$ cat src/rtl/fetch_unit.sv
// fetch_unit: PC/IR instruction fetch stage with req/valid memory handshake and timeout watchdog
module fetch_unit #(
  parameter int PC_W     = 11,
  parameter int INSTR_W  = 16,
  parameter int MAX_WAIT = 15
) (
  input  logic               clk,
  input  logic               rst,
  input  logic               fetch_req,
  input  logic               pc_load,
  input  logic [PC_W-1:0]    pc_load_val,
  output logic               mem_req,
  output logic [PC_W-1:0]    mem_addr,
  input  logic [INSTR_W-1:0] mem_rdata,
  input  logic               mem_valid,
  output logic [PC_W-1:0]    pc,
  output logic [INSTR_W-1:0] ir,
  output logic [4:0]         opcode,
  output logic               ir_valid,
  output logic               busy,
  output logic               fault
);
  localparam int CW = $clog2(MAX_WAIT + 1);
  typedef enum logic [1:0] {IDLE, REQ, FAULT} state_t;
  state_t          state;
  logic [CW-1:0]   wait_cnt;
  logic            pend;
  logic [PC_W-1:0] pend_val;
  logic            take;
  logic [PC_W-1:0] next_val;
  assign take     = pend | pc_load;
  assign next_val = pc_load ? pc_load_val : pend_val;
  assign mem_addr = pc;
  assign opcode   = ir[INSTR_W-1 -: 5];
  assign busy     = state != IDLE;
  always_ff @(posedge clk) begin
    if (rst) begin
      state    <= IDLE;
      pc       <= '0;
      ir       <= '0;
      mem_req  <= 1'b0;
      ir_valid <= 1'b0;
      fault    <= 1'b0;
      wait_cnt <= '0;
      pend     <= 1'b0;
      pend_val <= '0;
    end else begin
      ir_valid <= 1'b0;
      case (state)
        IDLE: begin
          if (pc_load) pc <= pc_load_val;
          if (fetch_req) begin
            state    <= REQ;
            mem_req  <= 1'b1;
            wait_cnt <= '0;
          end
        end
        REQ: begin
          if (pc_load) begin
            pend     <= 1'b1;
            pend_val <= pc_load_val;
          end
          if (mem_valid) begin
            state    <= IDLE;
            mem_req  <= 1'b0;
            ir       <= mem_rdata;
            ir_valid <= 1'b1;
            pc       <= take ? next_val : pc + PC_W'(1);
            pend     <= 1'b0;
          end else if (wait_cnt == CW'(MAX_WAIT)) begin
            state   <= FAULT;
            mem_req <= 1'b0;
            fault   <= 1'b1;
          end else begin
            wait_cnt <= wait_cnt + CW'(1);
          end
        end
        default: mem_req <= 1'b0;
      endcase
    end
  end
endmodule

$ cat config.mk
export PLATFORM = sky130hd
export DESIGN_NAME = fetch_unit
export DESIGN_NICKNAME = d
export VERILOG_FILES = /design/src/rtl/fetch_unit.sv
export SDC_FILE = /design/constraint.sdc
export NUM_CORES = 1
export LEC_CHECK = 0
export CORE_MARGIN = 5
export CORE_UTILIZATION = 48
export CTS_CLUSTER_SIZE = 20
export DETAILED_ROUTE_END_ITERATION = 8
export PLACE_DENSITY = 0.84
export REMOVE_ABC_BUFFERS = 1
export SYNTH_ARGS = -nofsm -noshare
export SYNTH_HDL_FRONTEND = slang
export SYNTH_SLANG_ARGS = --single-unit
$ cat constraint.sdc
create_clock -name clk -period 3.63 [get_ports clk]
set_clock_uncertainty 0.15 [all_clocks]
set_input_delay 0.5445 -clock clk [delete_from_list [all_inputs] [get_ports clk]]
set_output_delay 0.5445 -clock clk [all_outputs]
set_load 0.05 [all_outputs]
* After elaboration in Yosys (flattened, before gate mapping)
Index checks and enable logic that the tools add are counted.
** Word-level totals
- Flip-flop bits (word level) :: 48
- Input port bits :: 32
- Logic and storage cells :: 54
** Operators by class
- $add $sub $neg :: 2
- Eq/ne operators :: 8
- Multiplexer cells :: 20
- Bitwise gates (word level) :: 3
- Reductions and logical operators :: 12
** Operator list (count)
- 2-to-1 mux 11 bit :: 4
- one-hot mux 11 bit (2 select lines) :: 1
- 2-to-1 mux 4 bit :: 3
- adder 11 x 1 -> 11 bit (second input constant) :: 1
- inequality test 2 bit (second input constant) :: 5
- AND reduction 3 bit :: 3
- one-hot mux 4 bit (2 select lines) :: 1
- 2-to-1 mux 1 bit :: 6
- 2-to-1 mux 2 bit :: 3
- AND reduction 2 bit :: 3
- nonzero test 2 bit :: 3
- adder 4 x 1 -> 4 bit (second input constant) :: 1
- == test 4 bit (second input constant) :: 1
- one-hot mux 2 bit (2 select lines) :: 1
- AND reduction 4 bit :: 1
- inequality test 3 bit (second input constant) :: 1
- == test 2 x 1 -> 1 bit (second input constant) :: 1
- logical NOT 2 bit :: 1
- inverter 1 bit :: 2
- one-hot mux 1 bit (2 select lines) :: 1
- OR reduction 2 bit :: 1
- bitwise OR 1 bit :: 1

* Longest topological paths before layout
Gate-level depths: netlist (run 1).
- Word-level depth :: 4
- Gate-level depth with buffers :: 7
- Gate-level depth less buffers :: 5

* Worst setup path before layout (run 1)
Ideal clock, no wire load.
- Kind :: register to register
- Start point :: reg pc[0] (netlist: mem_addr[0])
- End point :: reg pc[10] (netlist: mem_addr[10])
- Setup time :: 0.093 ns
- Arrival time :: 1.897 ns
- Data required time :: 3.387 ns
- Path slack :: 1.489 ns
- Stages on the path, launching flop included :: 6
- Period minus slack after synthesis :: 2.141 ns
- Cell sequence :: dfxtp_1 ha_1 inv_1 or3_1 o31a_1 o311ai_2
** Between the ends
- Cells in the longest elaborated chain, start to end :: 4
** RTL lines
- start: declaration :: line 16 : output logic [PC_W-1:0] pc,
- start signal: assignment :: line 51 : if (pc_load) pc <= pc_load_val;
- start signal: assignment :: line 68 : pc <= take ? next_val : pc + PC_W'(1);
- adder 11 x 1 -> 11 bit :: line 68
- 2-to-1 mux 11 bit :: line 68
- 2-to-1 mux 11 bit :: line 63 : if (mem_valid) begin
- one-hot mux 11 bit (2 select lines) :: line 49 : case (state)
Every way passes these cells. The select of a mux whose other input is x is not followed.
A chain may end at the register's enable or synchronous reset.

* Worst setup path in the final report (run 1)
- Start point :: reg state[1]
- End point :: out busy
** Between the ends
- Cells in the longest elaborated chain, start to end :: 1
** RTL lines
- start: declaration :: line 25 : state_t state;
- start signal: assignment :: line 38 : state <= IDLE;
- start signal: assignment :: line 53 : state <= REQ;
- start signal: assignment :: line 64 : state <= IDLE;
- nonzero test 2 bit :: line 35 : assign busy = state != IDLE;
- end: declaration :: line 20 : output logic busy,
Every way passes these cells.

==> results.sh, run 1 <==
export IMPL_status="complete, no violations"
export IMPL_hold_path_class="reg2reg"
export IMPL_yosys_area_share_xor_xnor_pct=1.16
export IMPL_num_io_pins=79
export IMPL_synthToLayoutAreaGrowth_pct=35.9
export IMPL_timing_final_crit_share_pct=69.7
export IMPL_cp_required_ns=2.94
export IMPL_crit_arrival_ns=1.84
export IMPL_rows=25
export IMPL_gp_congestion=0.869
export IMPL_vias=2076
export IMPL_crit_type="reg2out"
export IMPL_finalNetCount=348
export IMPL_grt_overflow=0
export IMPL_fmax_ghz=0.395
export IMPL_clkPwrFrac_pct=30.7
export IMPL_drive_above_1_share_pct=8.25
export IMPL_initial_core_util_pct=48.7
export IMPL_yosys_warnings=0
export IMPL_synth_area_leaders="dfxtp_1 (42%), a22o_1 (6.2%), buf_4 (6.0%), a21oi_1 (5.1%), nand2_1 (4.0%)"
export IMPL_finalHoldViolations=0
export IMPL_numCtsBuffers=5
export IMPL_synth_fa_ha_area_share_pct=1.10
export IMPL_pwr_share_seq_pct=44.8
export IMPL_root_buffer="clkbuf_8"
export IMPL_clockBufferDepth=2
export IMPL_finalSetupViolCount=0
export IMPL_critPathCaptureType="output pin"
export IMPL_min_period_ns=2.53
export IMPL_rsz0062_at_grt="false"
export IMPL_cts_tree="done"
export IMPL_crit_path_start_kind="register"
export IMPL_clk_latency_ns=0.30
export IMPL_stdcell_count=369
export IMPL_coreArea_um2=4660
export IMPL_synth_ff_type="dfxtp_1"
export IMPL_yosys_mux_area_fraction_pct=2.70
export IMPL_swShare_pct=32.0
export IMPL_drt_wl_total_mm=5.62
export IMPL_first_pass_iters=4
export IMPL_fill_cells=382
export IMPL_yosysSeqAreaShare_pct=42.4
export IMPL_remaining_drc_errors=0
export IMPL_die_area_um2=6200
export IMPL_synth_seq_cells=48
export IMPL_yosys_cell_types_count=45
export IMPL_yosys_area_top_type="dfxtp_1"
export IMPL_netlist_instances=255
export IMPL_cts_hold_buf=0
export IMPL_fin_tns_setup_ns=0
export IMPL_ir_drop_mv=0.280
export IMPL_worst_slew_margin_rel_pct=50.3
export IMPL_async_flop_share_pct=0
export IMPL_layout_setup_ws_ns=1.10
export IMPL_die_h_um=78.7
export IMPL_crit_fanout=11
export IMPL_cts_sinks=48
export IMPL_grt_pass1_wl_mm=9.75
export IMPL_wire_per_inst_um=15.2
export IMPL_ant_nets=0
export IMPL_worst_slew_pin_slew_ns=0.745
export IMPL_report_final_slew_viol_count=0
export IMPL_place_ws_ns=1.13
export IMPL_drt_iter0_markers=191
export IMPL_avgViaCountPerCell=5.63
export IMPL_grt_usage_pct=19.2
export IMPL_yosysMostFrequentCell="dfxtp_1"
export IMPL_power_leakage_nw=1.07
export IMPL_synth_top_area_share_pct=42.4
export IMPL_syn_cell_area_um2=2270
export IMPL_dp_final_hpwl_mm=4.19
export IMPL_p_switching_w=0.000415
export IMPL_synth_top_family_by_area="compound AO/OA/AOI/OAI gates"
export IMPL_clk_pin_slew_ns=0.09
export IMPL_yosys_area_share_simple_pct=20.6
export IMPL_internal_power_w=0.000883
export IMPL_io_buffer_count=78
export IMPL_synth_edf_count=0
export IMPL_grt_max_degree=21
export IMPL_cts_resized=0
export IMPL_die_x_um=78.7
export IMPL_share_comb_of_total_power_pct=24.5
export IMPL_antenna_found_initial=0
export IMPL_synth_avg_cell_area_um2=8.90
export IMPL_grt_pass1_vias=2140
export IMPL_post_cts_buffers=0
export IMPL_dp_cells=361
export IMPL_antennaDiodeCount=0
export IMPL_max_cap_violations=0
export IMPL_synth_compound_area_share_pct=21.8
export IMPL_powerDensity_nw_per_um2=421
export IMPL_h_tree_depth=2
export IMPL_yosys_top_cells_count="dfxtp_1 (48), nand2_1 (24), a21oi_1 (23)"
## power by group through the flow
stage | sequential, W | clock, W | combinational [W]
after CTS | 0.000581 | 0.000402 | 0.000320
after detailed placement | 0.000593 | 0 | 0.000320
after global placement | 0.000592 | 0 | 0.000315
after floorplan | 0.000703 | 0 | 0.0000727
after global routing | 0.000587 | 0.000423 | 0.000337
final | 0.000581 | 0.000398 | 0.000318
## area by class of cell
| cell class | count | area (um^2) | share of cell area [%] |
|---|---|---|---|
| inverter | 7 | 26.3 | 0.852 |
| clock inverter | 3 | 46.3 | 1.50 |
| clock buffer | 5 | 68.8 | 2.23 |
| tap | 54 | 67.6 | 2.19 |
| timing repair buffer | 85 | 833 | 27.0 |
| sequential | 48 | 961 | 31.2 |
| multi-input combinational | 167 | 1080 | 35.0 |
## critical path, cell delays in order, from the launching register on
cell and delay (ns):
dfxtp_1 0.52, nor2_1 0.14, inv_1 0.07, clkdlybuf4s50_1 0.80
## path summary, 6_finish.rpt
kind / from / endpoint / slack (ns) / cells past startpoint
min: pend_val[6] / pend_val[6] / 0.31 / 2
max reg2reg: mem_addr[0] / mem_addr[10] / 1.64 / 5
max: state[1] / busy / 1.10 / 3
min reg2reg: pend_val[6] / pend_val[6] / 0.31 / 2
## cell families (layout without fill, tap and decap cells)
logic type | after synthesis | after routing
and+or+nand+nor | 86 | 86
AOI/OAI and AO/OA | 70 | 70
DFF | 48 | 48
buffers and inverters | 40 | 100
muxes | 6 | 6
xor gates and xnor gates | 3 | 3
adders and majority gates | 2 | 2
## per-stage QoR
stage / util [%] / area [um^2] / power [W] / hold slack (ns)
final: 66.1 / 3080 / 0.00130 / 0.306
after CTS: 66.1 / 3080 / 0.00130 / 0.306
after global placement: 63.7 / 2970 / 0.000907 / 0.283
after global routing: 66.1 / 3080 / 0.00135 / 0.335
after floorplan: - / 2060 / 0.000776 / 0.275
after detailed placement: 63.7 / 2970 / 0.000913 / 0.294
## flip-flops by register name, summed over array words and instances, names as in the netlist
| name | cells |
|---|---|
| pend | 1 |
| wait_cnt | 4 |
| ir_valid | 1 |
| pend_val | 11 |
| state | 2 |
| ir | 16 |
| fault | 1 |
| mem_req | 1 |
| mem_addr | 11 |
## placed cells by master (no fill, tap or decap), types with 3 or more instances in the layout
master / count
clkdlybuf4s50_1: 78
dfxtp_1: 48
nand2_1: 24
a21oi_1: 23
nand3_1: 17
a22o_1: 16
nor2_1: 10
o21ai_0: 8
inv_1: 7
buf_4: 7
nor3_1: 6
mux2i_1: 5
a211oi_1: 5
clkbuf_8: 5
nand3b_1: 4
or3_1: 3
o211ai_1: 3
nor3b_1: 3
and2_1: 3
o31a_1: 3
o31ai_1: 3
## routing by layer
metal	track usage, %	routed length (um)	up-vias
li1	-	-	1023
met1	22.1	2370	955
met2	32.8	2620	88
met3	7.71	559	10
met4	5.94	69	0
met5	0	0	-
No activity file was read; power rests on OpenSTA's default activity.
==> run 2, diff against run 1 <==
Settings changed: CORE_UTILIZATION 48 to 45, PLACE_DENSITY 0.84 to 0.8.
Clock period 3.63 ns to 2.5 ns, I/O delays scaled along.
==> results.sh, run 2 (synthesis results as in run 1) <==
export IMPL_status="complete, no violations"
export IMPL_worst_slew_pin_slew_ns=1.02
export IMPL_most_common_layout_cells="clkdlybuf4s50_1 (77), dfxtp_1 (48), nand2_1 (24)"
export IMPL_vias=2086
export IMPL_crit_arrival_ns=1.69
export IMPL_drt_wl_total_mm=5.67
export IMPL_path_cells="clkdlybuf4s50_1"
export IMPL_antennaDiodeCount=0
export IMPL_grt_pass1_wl_mm=9.55
export IMPL_powerDensity_nw_per_um2=597
export IMPL_met1_usage_pct=21.9
export IMPL_clk_pin_slew_ns=0.08
export IMPL_ant_nets=0
export IMPL_regArea_um2=961
export IMPL_power_leakage_nw=1.10
export IMPL_numCtsBuffers=5
export IMPL_die_h_um=81
export IMPL_top_register="ir"
export IMPL_ir_drop_mv=0.309
export IMPL_io_buffer_count=78
export IMPL_clk_latency_ns=0.30
export IMPL_hold_depth=2
export IMPL_crit_fanout=8
export IMPL_timing_final_crit_share_pct=88.5
export IMPL_num_io_pins=79
export IMPL_worstHoldEndpoint="pend_val[4]"
export IMPL_report_final_slew_viol_count=0
export IMPL_path_delay_family="buffers and inverters"
export IMPL_r2r_cells=4
export IMPL_fmax_ghz=0.452
export IMPL_multi_input_area_um2=1080
export IMPL_synthToLayoutAreaGrowth_pct=37.6
export IMPL_cp_required_ns=1.98
export IMPL_dp_final_hpwl_mm=4.06
export IMPL_hp_start="pend_val[4]"
export IMPL_r2r_end="ir[9]"
export IMPL_root_buffer="clkbuf_8"
export IMPL_utilization_pct=64.8
export IMPL_crit_path_start_kind="register"
export IMPL_rows=25
export IMPL_slowest_stage="clkdlybuf4s50_1"
export IMPL_finalHoldViolations=0
export IMPL_grt_pass1_vias=2124
export IMPL_wire_per_inst_um=14.8
export IMPL_drt_iter0_markers=98
export IMPL_use_met2_pct=29.5
export IMPL_h_tree_depth=2
export IMPL_avgViaCountPerCell=5.43
export IMPL_final_common_cell="clkdlybuf4s50_1"
export IMPL_rrSetupSlack_ns=0.47
export IMPL_hold_path_class="reg2reg"
export IMPL_die_x_um=81
export IMPL_clockBufferDepth=2
export IMPL_gp_congestion=0.886
export IMPL_critPathBufInv=1
export IMPL_grt_max_degree=33
export IMPL_worst_slew_margin_rel_pct=31.8
export IMPL_first_pass_iters=4
export IMPL_min_period_ns=2.21
export IMPL_initial_core_util_pct=47.1
export IMPL_fill_cells=416
export IMPL_grt_overflow=0
export IMPL_fin_tns_setup_ns=0
export IMPL_finalSetupViolCount=0
export IMPL_coreArea_um2=4820
export IMPL_max_cap_violations=0
export IMPL_remaining_drc_errors=0
export IMPL_crit_type="reg2out"
export IMPL_max_stage_delay_ns=0.87
export IMPL_antenna_found_initial=0
export IMPL_die_area_um2=6560
export IMPL_drive_above_1_share_pct=8.52
export IMPL_globalRouteMet3Util_pct=6.87
export IMPL_largest_register_ffs=16
export IMPL_busiest_layer="met2"
export IMPL_finalNetCount=350
export IMPL_critPathCaptureType="output pin"
export IMPL_cts_tree="done"
export IMPL_r2r_start="state[0]"
export IMPL_grt_usage_pct=18.2
export IMPL_cts_sinks=48
export IMPL_rsz0062_at_grt="false"
run 2: area by class of cell:
| type | count | share of cell area (%) |
|---|---|---|
| Multi-Input combinational cell | 167 | 34.6 |
| Sequential cell | 48 | 30.8 |
| Timing Repair Buffer | 87 | 27.7 |
| Tap cell | 67 | 2.69 |
| Clock buffer | 6 | 2.32 |
| Clock inverter | 2 | 1.12 |
| Inverter | 7 | 0.842 |
run 2: worst max path at each step:
stage,startpoint,end,slack (ns),cells past startpoint
6_report,mem_addr[2],pc[2],0.29,1
5_1_grt,mem_addr[2],mem_addr[2],0.23,1
4_1_cts,state[1],busy,0.11,3
3_5_place_dp,pc_load,mem_addr[8],0.22,5
3_3_place_gp,pc_load,mem_addr[8],0.24,5
2_1_floorplan,state[0],mem_addr[5],-0.07,4
run 2: per-layer routing:
| layer | vias to the layer above | routed length [um] | share of wire [%] |
|---|---|---|---|
| met5 | - | 0 | 0 |
| met4 | 0 | 85 | 1.5 |
| met3 | 9 | 565 | 10 |
| met2 | 90 | 2550 | 45 |
| met1 | 961 | 2460 | 43 |
| li1 | 1026 | - | - |
run 2: power breakdown:
part	total [W]	leakage (nW)	internal [W]	switching (W)
registers	0.000841	0.392	0.000801	0.0000406
logic	0.000471	0.656	0.000184	0.000286
clock network	0.000552	0.0552	0.000297	0.000255
total	0.00186	1.10	0.00128	0.000582
run 2: metrics by stage:
stage	total power (W)	cell area [um^2]	cells	setup WS (ns)	hold WS [ns]
finish	0.00186	3120	384	0.287	0.305
global route	0.00194	3120	384	0.227	0.323
CTS	0.00188	3120	384	0.109	0.305
detailed placement	0.00133	3010	376	0.223	0.293
global placement	0.00132	3010	376	0.239	0.287
floorplan	0.00113	2060	222	-0.0715	0.275
run 2: timing repair:
item                                    CTS  global route
hold buffers                              0             0
endpoints found under the setup margin    0             1
resized for setup                         0             1
setup buffers                             0             0
